===== src/rtl/alu_op_decoder_pkg.sv =====
// ---------------------------------------------------------------------------
// alu_op_decoder_pkg
//   Shared types for the ALU control interface: the ALU function encoding,
//   the RV32I opcodes and funct7 values this decoder understands, and the
//   packed control bundle that travels from decode to execute.
//   No ports; imported by alu_ctrl_decode and alu_op_decoder.
// ---------------------------------------------------------------------------
package alu_op_decoder_pkg;

  // ALU function codes deliberately share the funct3 encoding so decode is
  // a straight copy of instr[14:12].
  typedef enum logic [2:0] {
    FN_ADD_SUB = 3'b000,
    FN_SLL     = 3'b001,
    FN_SLT     = 3'b010,
    FN_SLTU    = 3'b011,
    FN_XOR     = 3'b100,
    FN_SRL_SRA = 3'b101,
    FN_OR      = 3'b110,
    FN_AND     = 3'b111
  } ALU_FN_t;

  localparam logic [6:0] OPC_OP     = 7'b0110011;
  localparam logic [6:0] OPC_OP_IMM = 7'b0010011;

  localparam logic [6:0] F7_BASE = 7'b0000000;
  localparam logic [6:0] F7_ALT  = 7'b0100000;

  // The immediate is carried at 32 bits (already sign- or zero-extended);
  // the top-level widens it to the configured datapath width.
  typedef struct packed {
    ALU_FN_t     fn;
    logic [6:0]  funct7;
    logic [4:0]  rs1;
    logic [4:0]  rs2;
    logic [4:0]  rd;
    logic [31:0] imm;
    logic        use_imm;
    logic        illegal;
  } alu_ctrl_t;

endpackage


===== src/rtl/alu_op_decoder_decode.sv =====
// ---------------------------------------------------------------------------
// alu_ctrl_decode
//   Purely combinational decode of one RV32I OP / OP-IMM instruction word
//   into the ALU control bundle.
//   Ports:
//     instr  in   32-bit instruction word
//     ctrl   out  decoded alu_ctrl_t bundle
// ---------------------------------------------------------------------------
module alu_ctrl_decode
  import alu_op_decoder_pkg::*;
(
  input  logic [31:0] instr,
  output alu_ctrl_t   ctrl
);

  logic [6:0] opcode;
  logic [2:0] funct3;
  logic [6:0] funct7;
  logic       legal;

  assign opcode = instr[6:0];
  assign funct3 = instr[14:12];
  assign funct7 = instr[31:25];

  // Register indices always follow the instruction bits, even for illegal
  // words, so downstream trap logic can still report them.
  always_comb begin
    ctrl         = '0;
    ctrl.rd      = instr[11:7];
    ctrl.rs1     = instr[19:15];
    ctrl.rs2     = instr[24:20];
    ctrl.fn      = ALU_FN_t'(funct3);
    legal        = 1'b0;

    case (opcode)
      OPC_OP: begin
        // Only ADD/SUB and SRL/SRA have an alternate funct7 form.
        legal = (funct7 == F7_BASE) ||
                ((funct7 == F7_ALT) && (funct3 == 3'b000 || funct3 == 3'b101));
        ctrl.funct7 = funct7;
      end

      OPC_OP_IMM: begin
        ctrl.use_imm = 1'b1;
        case (funct3)
          3'b001: begin
            legal       = (funct7 == F7_BASE);
            ctrl.funct7 = funct7;
            ctrl.imm    = {27'd0, instr[24:20]};
          end
          3'b101: begin
            legal       = (funct7 == F7_BASE) || (funct7 == F7_ALT);
            ctrl.funct7 = funct7;
            ctrl.imm    = {27'd0, instr[24:20]};
          end
          default: begin
            // Upper imm bits must not leak into funct7, otherwise a negative
            // ADDI would look like a subtract to the ALU.
            legal       = 1'b1;
            ctrl.funct7 = F7_BASE;
            ctrl.imm    = {{20{instr[31]}}, instr[31:20]};
          end
        endcase
      end

      default: legal = 1'b0;
    endcase

    // Illegal words are still passed along but neutralised to a plain ADD
    // on registers so the ALU never sees a half-valid encoding.
    if (!legal) begin
      ctrl.fn      = FN_ADD_SUB;
      ctrl.funct7  = F7_BASE;
      ctrl.imm     = '0;
      ctrl.use_imm = 1'b0;
      ctrl.illegal = 1'b1;
    end
  end

endmodule


===== src/rtl/alu_op_decoder.sv =====
// ---------------------------------------------------------------------------
// alu_op_decoder
//   Pipelined decode stage for RV32I OP / OP-IMM words. One output register
//   plus a one-entry skid buffer keeps full throughput under backpressure
//   while in_ready stays a pure register output.
//   Ports:
//     clk, rst_n            clock, asynchronous active-low reset
//     in_valid/in_ready     instruction-side handshake
//     in_instr              instruction word
//     out_valid/out_ready   ALU-side handshake
//     out_fn .. out_illegal decoded control bundle (held while stalled)
// ---------------------------------------------------------------------------
module alu_op_decoder
  import alu_op_decoder_pkg::*;
#(
  parameter int WIDTH = 32
) (
  input  logic             clk,
  input  logic             rst_n,
  input  logic             in_valid,
  output logic             in_ready,
  input  logic [31:0]      in_instr,
  output logic             out_valid,
  input  logic             out_ready,
  output ALU_FN_t          out_fn,
  output logic [6:0]       out_funct7,
  output logic [4:0]       out_rs1,
  output logic [4:0]       out_rs2,
  output logic [4:0]       out_rd,
  output logic [WIDTH-1:0] out_imm,
  output logic             out_use_imm,
  output logic             out_illegal
);

  alu_ctrl_t dec;
  alu_ctrl_t out_q;
  alu_ctrl_t skid_q;
  logic      out_valid_q;
  logic      skid_full_q;
  logic      accept;
  logic      load_out;

  alu_ctrl_decode u_decode (
    .instr (in_instr),
    .ctrl  (dec)
  );

  // Accepting only depends on the skid being free, never on in_valid.
  assign in_ready = !skid_full_q;
  assign accept   = in_valid && in_ready;
  assign load_out = !out_valid_q || out_ready;

  // The output slot refills whenever it is empty or draining; the skid
  // entry is older than any new input so it always wins, which keeps order.
  // A word accepted while the output is stalled parks in the skid.
  always_ff @(posedge clk or negedge rst_n) begin
    if (!rst_n) begin
      out_valid_q <= 1'b0;
      skid_full_q <= 1'b0;
      out_q       <= '0;
      skid_q      <= '0;
    end else begin
      if (load_out) begin
        out_valid_q <= skid_full_q || accept;
        skid_full_q <= 1'b0;
        if (skid_full_q) begin
          out_q <= skid_q;
        end else if (accept) begin
          out_q <= dec;
        end
      end else if (accept) begin
        skid_q      <= dec;
        skid_full_q <= 1'b1;
      end
    end
  end

  assign out_valid   = out_valid_q;
  assign out_fn      = out_q.fn;
  assign out_funct7  = out_q.funct7;
  assign out_rs1     = out_q.rs1;
  assign out_rs2     = out_q.rs2;
  assign out_rd      = out_q.rd;
  assign out_imm     = WIDTH'($signed(out_q.imm));
  assign out_use_imm = out_q.use_imm;
  assign out_illegal = out_q.illegal;

endmodule


===== config.mk =====
export PLATFORM = sky130hd
export DESIGN_NAME = alu_op_decoder
export DESIGN_NICKNAME = d
export VERILOG_FILES = /design/src/rtl/alu_op_decoder_pkg.sv /design/src/rtl/alu_op_decoder_decode.sv /design/src/rtl/alu_op_decoder.sv
export SDC_FILE = /design/constraint.sdc
export NUM_CORES = 1
export LEC_CHECK = 0
export BUFFER_PORTS_ARGS = -buffer_cell sky130_fd_sc_hd__buf_2
export CAP_MARGIN = 10
export CORE_MARGIN = 2
export CORE_UTILIZATION = 56
export CTS_CLUSTER_SIZE = 10
export DETAILED_ROUTE_END_ITERATION = 7
export HOLD_SLACK_MARGIN = 0.08
export PLACE_DENSITY = 0.81
export SYNTH_ARGS = -nofsm -noshare
export SYNTH_HDL_FRONTEND = slang
export SYNTH_SLANG_ARGS = --single-unit

===== constraint.sdc =====
create_clock -name clk -period 5.5 [get_ports clk]
set_clock_uncertainty 0.1 [all_clocks]
set_input_delay 0 -clock clk [delete_from_list [all_inputs] [get_ports clk]]
set_output_delay 0 -clock clk [all_outputs]
set_load 0.005 [all_outputs]

==> results.yml, run 1 <==
clock_network:
  clock_path_buffers: 2
  clk_latency_ps: 340
  clock-sinks: 80
  cts_resized: 0
  numCtsBuffers: 9
  cts.clk_slew.worst_paths_ps: 80
  htreeDepth: 3
  cts_tree: "built"
  cts_root_buffer: "clkbuf_8"
critical_path:
  crit_type: "input port to flop"
  rr_worst_depth: 5
  rr_endpoint: "skid_q[32]"
  cp-end-kind: "flop"
  r2r_start: "skid_full_q"
  reg2reg_slack_ps: 2960
  cp-start-kind: "input port"
  cp.required_ps: 5660
  arrival_ps: 2770
  cp_max_fo: 7
pwr:
  power_per_cell_area_nw_per_um2: 302
  p_total_w: 0.00136
  p_leak_nw: 2.24
  ir_drop_mv: 0.157
layout:
  fin_nets: 509
  layout_common_cells: "nand2_1 (103), buf_2 (95), dfrtp_1 (79), dlygate4sd3_1 (30), nand3_1 (24)"
  instances_no_fill: 555
  final_common_cell: "nand2_1"
  syn_to_final_growth_pct: 24.7
  drive_gt1_share_pct: 25.9
  insertedDiodeCount: 0
sta:
  tightest_slew_ps: 1050
  post-route-min-period_ps: 2610
  setup_viol: 0
  fin_crit_sh_pct: 47.4
  rsz0062_at_grt: "no"
  max_slew_margin_pct: 30.2
  timing.fmax_mhz: 384
  slew_viol_final: 0
  finalHoldViolCount: 0
  finalSetupTns_ps: 0
worst_hold_path:
  hold_start: "in_instr[0]"
  whs_endpoint: "out_imm[9]"
  hold_path_class: "input port to flop"
  whs_path_depth: 5
route:
  dr.first_iter.drc_count: 303
  wl_per_cell_um: 14.9
  vias_per_cell: 5.42
  firstDrtPassIters: 4
  antenna_left: 0
  route.vias.total: 3009
  wl_um: 8260
  drc_errors: 0
synth:
  synth_cells: 377
  synth_ff_type: "dfrtp_1"
  syn_nets: 413
  synth-seq-area-share_pct: 55.4
  async_flop_share_pct: 100
  syn_avg_cell_area_sq_um: 9.58
  synth_edf_count: 0
  syn_area_sq_um: 3610
  ys_types: 38
  ys_ff_latch: 80
  ys.warnings.count: 0
status:
  outcome: "complete, no violations"
floorplanning:
  floorplan.io_pins: 97
  dieArea_sq_um: 7110
  core-area_sq_um: 6280
  dieHeight_um: 84.3
  start_util_pct: 57.6
  die_w_um: 84.3
  rows: 29
grt:
  grt_overflow: 0
  grt_usage_pct: 24.0
  antenna_found_initial: 0
  grt_max_degree: 81
  grt_pass1_wl_um: 13500
  grt_pass1_vias: 2818
place:
  gp_congestion: 0.820
  portBuffers: 96
  dp_cells: 508
  dp_hpwl_um: 5170
job:
  timing.max_cap.violations: 0
==> cells in the mapped netlist (6+ instances only) <==
master | instances | share of area [%]
nand3_1 | 24 | 3.3
nor2_1 | 12 | 1.2
o21ai_0 | 17 | 2.4
dfrtp_1 | 80 | 55
mux2i_1 | 15 | 4.2
o21ai_1 | 19 | 2.6
and2_1 | 6 | 1.0
a21boi_0 | 8 | 1.7
clkbuf_1 | 17 | 1.8
buf_4 | 21 | 4.4
a21oi_1 | 16 | 2.2
nand2_1 | 103 | 11
==> sequential cells by signal (all words and copies together) (netlist names) <==
signal / count
skid_q: 39
out_imm: 12
out_funct7: 7
out_rd: 5
out_rs1: 5
out_rs2: 5
out_fn: 3
out_illegal: 1
out_use_imm: 1
out_valid: 1
skid_full_q: 1
==> metrics by stage <==
stage	util [%]	setup WS [ps]	hold slack (ps)	cell area [sq um]
2_1_floorplan	-	3740	-396	3610
3_3_place_gp	63.3	3060	109	3970
3_5_place_dp	63.3	3030	122	3970
4_1_cts	71.3	3000	83.7	4480
5_1_grt	71.8	2790	138	4510
6_report	71.8	2890	114	4510
==> worst max-delay path, stage by stage <==
cell and delay (ps):
dlygate4sd3_1 560, buf_2 150, or4_4 560, o41ai_4 440, dlygate4sd3_1 780, nand3_1 110, a21oi_1 170
==> final cells by class <==
class / instances / area [sq um]
sequential: 80 / 2000
fill: 454 / 1770
multi-input combinational: 251 / 1370
timing repair buffer: 129 / 826
clock buffer: 12 / 155
tap: 77 / 96.3
clock inverter: 4 / 51.3
inverter: 2 / 7.51
==> cells by family (layout without fill, tap and decap cells) <==
logic type / count (synthesis) / after routing / synth area share [%]
and+or+nand+nor: 160 / 160 / 19.6
muxes: 16 / 16 / 4.47
buffers and inverters: 46 / 147 / 7.24
DFF: 80 / 80 / 55.4
xor gates and xnor gates: 1 / 1 / 0.242
AOI/OAI and AO/OA: 74 / 74 / 13.1
==> report_power, final <==
group,switching (W),total [W],leakage [nW],internal [W]
Sequential,0.0000446,0.000690,1.04,0.000645
Combinational,0.000120,0.000226,1.09,0.000105
Clock,0.000210,0.000445,0.103,0.000236
Total,0.000375,0.00136,2.24,0.000986
==> layer usage <==
metal	part of all wire (%)	GRT usage (%)	up-vias	wire length [um]
met1	41	31.4	1444	3410
met5	0	0	-	0
li1	-	-	1435	-
met4	1.8	9.24	0	145
met3	5.2	3.54	13	429
met2	52	40.8	117	4270
==> worst max path at each step <==
stage,from,to,slack (ps)
5_1_grt,skid_full_q,skid_q[32],2790
2_1_floorplan,skid_full_q,skid_q[10],3740
4_1_cts,in_instr[25],out_imm[4],3000
3_5_place_dp,skid_full_q,skid_q[58],3030
6_report,in_instr[25],out_imm[0],2890
3_3_place_gp,skid_full_q,skid_q[54],3060
==> repair_timing <==
action / CTS / global route
buffers inserted: 0 / 0
setup endpoints to repair: 0 / 0
hold buffers: 30 / 0
hold endpoints to repair: 145 / 0
(Power assumes the default switching activity.)
==> run 2: changes to the inputs <==
--- a/config.mk
+++ b/config.mk
@@ -8,11 +8,11 @@
 export BUFFER_PORTS_ARGS = -buffer_cell sky130_fd_sc_hd__buf_2
 export CAP_MARGIN = 10
 export CORE_MARGIN = 2
-export CORE_UTILIZATION = 56
+export CORE_UTILIZATION = 52
 export CTS_CLUSTER_SIZE = 10
 export DETAILED_ROUTE_END_ITERATION = 7
 export HOLD_SLACK_MARGIN = 0.08
-export PLACE_DENSITY = 0.81
+export PLACE_DENSITY = 0.76
 export SYNTH_ARGS = -nofsm -noshare
 export SYNTH_HDL_FRONTEND = slang
 export SYNTH_SLANG_ARGS = --single-unit
==> constraint.sdc (replaced) <==
create_clock -name clk -period 2.7 [get_ports clk]
set_clock_uncertainty 0.1 [all_clocks]
set_input_delay 0 -clock clk [delete_from_list [all_inputs] [get_ports clk]]
set_output_delay 0 -clock clk [all_outputs]
set_load 0.005 [all_outputs]
==> run 2 against run 1 <==
Routed wire length fell by 1.9%. Non-clock buffer count rose by 2. Critical path type unchanged. Cell count rose by 0.90%.
==> results.yml, run 2 (synthesized netlist as in run 1, its figures left out) <==
status:
  outcome: "complete, no violations"
pwr:
  p_total_w: 0.00277
  power_per_cell_area_nw_per_um2: 613
  ir_drop_mv: 0.311
  p_leak_nw: 2.25
layout:
  final_common_cell: "nand2_1"
  drive_gt1_share_pct: 26.7
  insertedDiodeCount: 0
  multi_input_area_sq_um: 1370
  syn_to_final_growth_pct: 24.9
  final_area_sq_um: 4510
  fin_nets: 511
  nFillCells: 542
  largest_reg_flops: 39
  regMostFlops: "skid_q"
  seqCellArea_sq_um: 2000
  layout_common_cells: "nand2_1 (103), buf_2 (95), dfrtp_1 (79), dlygate4sd3_1 (28), nand3_1 (24)"
sta:
  rsz0062_at_grt: "no"
  slew_viol_final: 0
  tightest_slew_ps: 1060
  timing.fmax_mhz: 445
  finalHoldViolCount: 0
  layout_setup_ws_ps: 455
  fin_crit_sh_pct: 83.2
  post-route-min-period_ps: 2250
  finalSetupTns_ps: 0
  max_slew_margin_pct: 29.3
  setup_viol: 0
  hold_ws_ps: 118
place:
  pre_cts_slack_ps: 686
  gp_congestion: 0.799
  portBuffers: 96
  dp_hpwl_um: 5250
  dpl-instance-area_sq_um: 4030
clock_network:
  post_cts_buffers: 0
  numCtsBuffers: 9
  cts_root_buffer: "clkbuf_8"
  cts.clk_slew.worst_paths_ps: 80
  clk_latency_ps: 340
  cts_tree: "built"
  clock_path_buffers: 2
  htreeDepth: 3
  clock-sinks: 80
grt:
  grt_usage_pct: 22.2
  grt_max_degree: 81
  grt_pass1_vias: 2837
  grt_overflow: 0
  grt_pass1_wl_um: 13100
  antenna_found_initial: 0
floorplanning:
  start_util_pct: 53.5
  floorplan.io_pins: 97
  dieHeight_um: 87.4
  die_w_um: 87.4
  rows: 30
  core-area_sq_um: 6760
  dieArea_sq_um: 7630
route:
  vias_per_cell: 5.32
  route.vias.total: 2978
  wl_per_cell_um: 14.5
  antenna_left: 0
  dr.first_iter.drc_count: 205
  drc_errors: 0
  firstDrtPassIters: 4
  wl_um: 8110
critical_path:
  reg2reg_slack_ps: 770
  cp-end-kind: "flop"
  endpoint: "skid_q[0]"
  cp_max_fo: 12
  rr_endpoint: "out_rs1[1]"
  arrival_ps: 2370
  r2r_start: "skid_full_q"
  cp-start-kind: "input port"
  rr_worst_depth: 4
  cp-startpoint: "in_instr[25]"
  crit_type: "input port to flop"
  cp.required_ps: 2820
job:
  timing.max_cap.violations: 0
worst_hold_path:
  hold_path_class: "input port to flop"
[run 2: cell type report]
class | instances | share of cell area, %
clock buffer | 12 | 3.44
clock inverter | 4 | 1.16
inverter | 2 | 0.166
multi-input combinational | 251 | 30.3
sequential | 80 | 44.4
tap | 80 | 2.22
timing repair buffer | 131 | 18.4
[run 2: worst min path at each step]
stage                 end    startpoint  slack, ps  cells after the start
2_1_floorplan   out_fn[0]         rst_n       -400                      0
4_1_cts        out_imm[3]   in_instr[0]        100                      5
6_report       out_imm[3]   in_instr[0]        120                      5
3_3_place_gp   skid_q[44]  in_instr[15]        110                      3
5_1_grt        out_imm[4]   in_instr[0]        130                      5
3_5_place_dp   skid_q[44]  in_instr[15]        110                      3
[run 2: per-stage QoR]
stage               util [%]  instances
global route            66.8        560
finish                  66.8        560
global placement        59.6        516
floorplan                  -        377
detailed placement      59.6        516
CTS                     66.8        560
[run 2: power by group]
part	switching [W]	internal [W]
logic	0.000257	0.000214
registers	0.0000778	0.00131
clock network	0.000423	0.000480
[run 2: critical path, cell delays in order]
cell           delay (ps)
dlygate4sd3_1         540
buf_2                 140
or4_4                 570
nor3_1                270
a32oi_1               440
mux2_2                410
[run 2: per-layer routing]
metal	routed length, um	vias up	part of all wire (%)	GRT usage (%)
li1	-	1442	-	-
met1	3590	1436	44	29.9
met2	4060	92	50	36.4
met3	382	8	4.7	3.98
met4	75	0	0.93	7.69
met5	0	-	0	0
[run 2: timing repair]
| action | 4_1_cts | 5_1_grt |
|---|---|---|
| hold buffers | 28 | 0 |
| resized for setup | 0 | 0 |
| endpoints found under the hold margin | 145 | 0 |
==> run 3: changes to the inputs <==
--- a/config.mk
+++ b/config.mk
@@ -8,11 +8,11 @@
 export BUFFER_PORTS_ARGS = -buffer_cell sky130_fd_sc_hd__buf_2
 export CAP_MARGIN = 10
 export CORE_MARGIN = 2
-export CORE_UTILIZATION = 52
+export CORE_UTILIZATION = 47
 export CTS_CLUSTER_SIZE = 10
 export DETAILED_ROUTE_END_ITERATION = 7
 export HOLD_SLACK_MARGIN = 0.08
-export PLACE_DENSITY = 0.76
+export PLACE_DENSITY = 0.72
 export SYNTH_ARGS = -nofsm -noshare
 export SYNTH_HDL_FRONTEND = slang
 export SYNTH_SLANG_ARGS = --single-unit
==> constraint.sdc (replaced) <==
create_clock -name clk -period 1.85 [get_ports clk]
set_clock_uncertainty 0.1 [all_clocks]
set_input_delay 0 -clock clk [delete_from_list [all_inputs] [get_ports clk]]
set_output_delay 0 -clock clk [all_outputs]
set_load 0.005 [all_outputs]
==> run 3 against run 2 <==
Register-to-register slack lost 710 ps. Clock-buffer cell count is the same. Non-clock buffer count grew 14. Die area grew 10%. Sequential power grew 46%. Combinational power grew 50%. Worst hold slack lost 21 ps. Cell count grew 5.7%. Largest cell class unchanged.
==> results.yml, run 3 (synthesized netlist as in run 1, its figures left out) <==
floorplanning:
  dieArea_sq_um: 8410
  floorplan.io_pins: 97
  rows: 31
  start_util_pct: 49.3
  core-area_sq_um: 7330
  dieHeight_um: 91.7
  die_w_um: 91.7
pwr:
  power_per_cell_area_nw_per_um2: 858
  p_total_w: 0.00398
  ir_drop_mv: 0.456
  net-switching-power_w: 0.00108
  p_int_w: 0.00290
  switching_share_pct: 27.1
  seqPwrFrac_pct: 51.0
  pwr-share-comb_pct: 17.7
  p_leak_nw: 2.32
  p_clk_share_pct: 31.3
layout:
  fin_util_pct: 63.3
  nFillCells: 617
  final_area_sq_um: 4640
  insertedDiodeCount: 0
  fin_nets: 525
  syn_to_final_growth_pct: 28.4
  multi_input_area_sq_um: 1370
  drive_gt1_share_pct: 28.8
  largest_reg_flops: 39
  final_common_cell: "nand2_1"
  seqCellArea_sq_um: 2000
  regMostFlops: "skid_q"
  layout_common_cells: "nand2_1 (103), buf_2 (95), dfrtp_1 (79), dlygate4sd3_1 (27), nand3_1 (24)"
clock_network:
  clock_path_buffers: 2
  numCtsBuffers: 9
  cts_tree: "built"
  cts.clk_slew.worst_paths_ps: 80
  clock-sinks: 80
  clk_latency_ps: 330
  htreeDepth: 3
  cts_root_buffer: "clkbuf_8"
route:
  vias_per_cell: 5.04
  wl_per_cell_um: 13.8
  drc_errors: 0
  firstDrtPassIters: 4
  antenna_left: 0
  wl_um: 8170
  dr.first_iter.drc_count: 162
  route.vias.total: 2985
place:
  dp_hpwl_um: 5770
  dpl-instance-area_sq_um: 4170
  portBuffers: 96
  gp_congestion: 0.808
critical_path:
  reg2reg_slack_ps: 60
  cp.required_ps: 2000
  cp-end-kind: "flop"
  rr_endpoint: "out_fn[1]"
  cp-start-kind: "flop"
  r2r_start: "skid_full_q"
  cp-startpoint: "skid_full_q"
  endpoint: "out_fn[1]"
  cp_max_fo: 12
  crit_type: "flop to flop"
  arrival_ps: 1940
  rr_worst_depth: 4
sta:
  slew_viol_final: 0
  fin_crit_sh_pct: 96.6
  rsz0062_at_grt: "no"
  max_slew_margin_pct: 56.6
  finalHoldViolCount: 0
  tightest_slew_ps: 651
  timing.fmax_mhz: 560
  setup_viol: 0
  post-route-min-period_ps: 1790
worst_hold_path:
  whs_path_depth: 5
  hold_path_class: "input port to flop"
grt:
  grt_usage_pct: 19.9
  grt_pass1_vias: 2842
  grt_max_degree: 49
  grt_pass1_wl_um: 13200
  grt_overflow: 0
  antenna_found_initial: 0
status:
  outcome: "complete, no violations"
job:
  timing.max_cap.violations: 0
## run 3: through the flow
step | hold WS, ps | worst slack [ps] | instances | TNS [ps]
6_report | 96.9 | 62.7 | 592 | 0
5_1_grt | 138 | 26.5 | 592 | 0
4_1_cts | 83.4 | 62.9 | 592 | 0
3_5_place_dp | -30.1 | -29.7 | 550 | -48.8
3_3_place_gp | -46.0 | 9.03 | 550 | 0
2_1_floorplan | -396 | 91.5 | 377 | 0
## run 3: worst max-delay path, stage by stage (launching register included)
cell and delay [ps]:
dfrtp_2 530, nor4b_1 500, a32oi_2 240, buf_12 180, o21ai_1 140
## run 3: what timing repair did
action                                  4_1_cts  5_1_grt
setup buffers                                 0        0
hold buffers                                 27        0
endpoints found under the setup margin        0        4
gates resized for setup                       0        1
endpoints found under the hold margin       144        0
## run 3: power by group through the flow
stage                     combinational (W)  sequential (W)  clock (W)
after floorplan                    0.000396         0.00205          0
after detailed placement           0.000669         0.00207          0
after global routing               0.000794         0.00205    0.00133
after global placement             0.000656         0.00206          0
after CTS                          0.000716         0.00203    0.00127
final                              0.000706         0.00203    0.00125
## run 3: cell type report
type | count | share of cell area [%]
Clock buffer | 12 | 3.13
Multi-Input combinational cell | 251 | 29.6
Sequential cell | 80 | 43.2
Clock inverter | 3 | 0.917
Tap cell | 99 | 2.67
Timing Repair Buffer | 145 | 20.3
Inverter | 2 | 0.162
## run 3: routing by layer
layer	vias to the layer above	GRT usage, %	routed length [um]
li1	1469	-	-
met1	1411	25.7	3650
met2	91	33.3	3990
met3	14	3.04	381
met4	0	8.59	152
met5	-	0	0
## run 3: worst min path at each step
| stage | endpoint | start |
|---|---|---|
| 2_1_floorplan | out_fn[0] | rst_n |
| 3_3_place_gp | skid_q[56] | rst_n |
| 3_5_place_dp | out_fn[0] | rst_n |
| 4_1_cts | out_imm[3] | in_instr[5] |
| 5_1_grt | out_use_imm | in_instr[5] |
| 6_report | out_imm[3] | in_instr[5] |
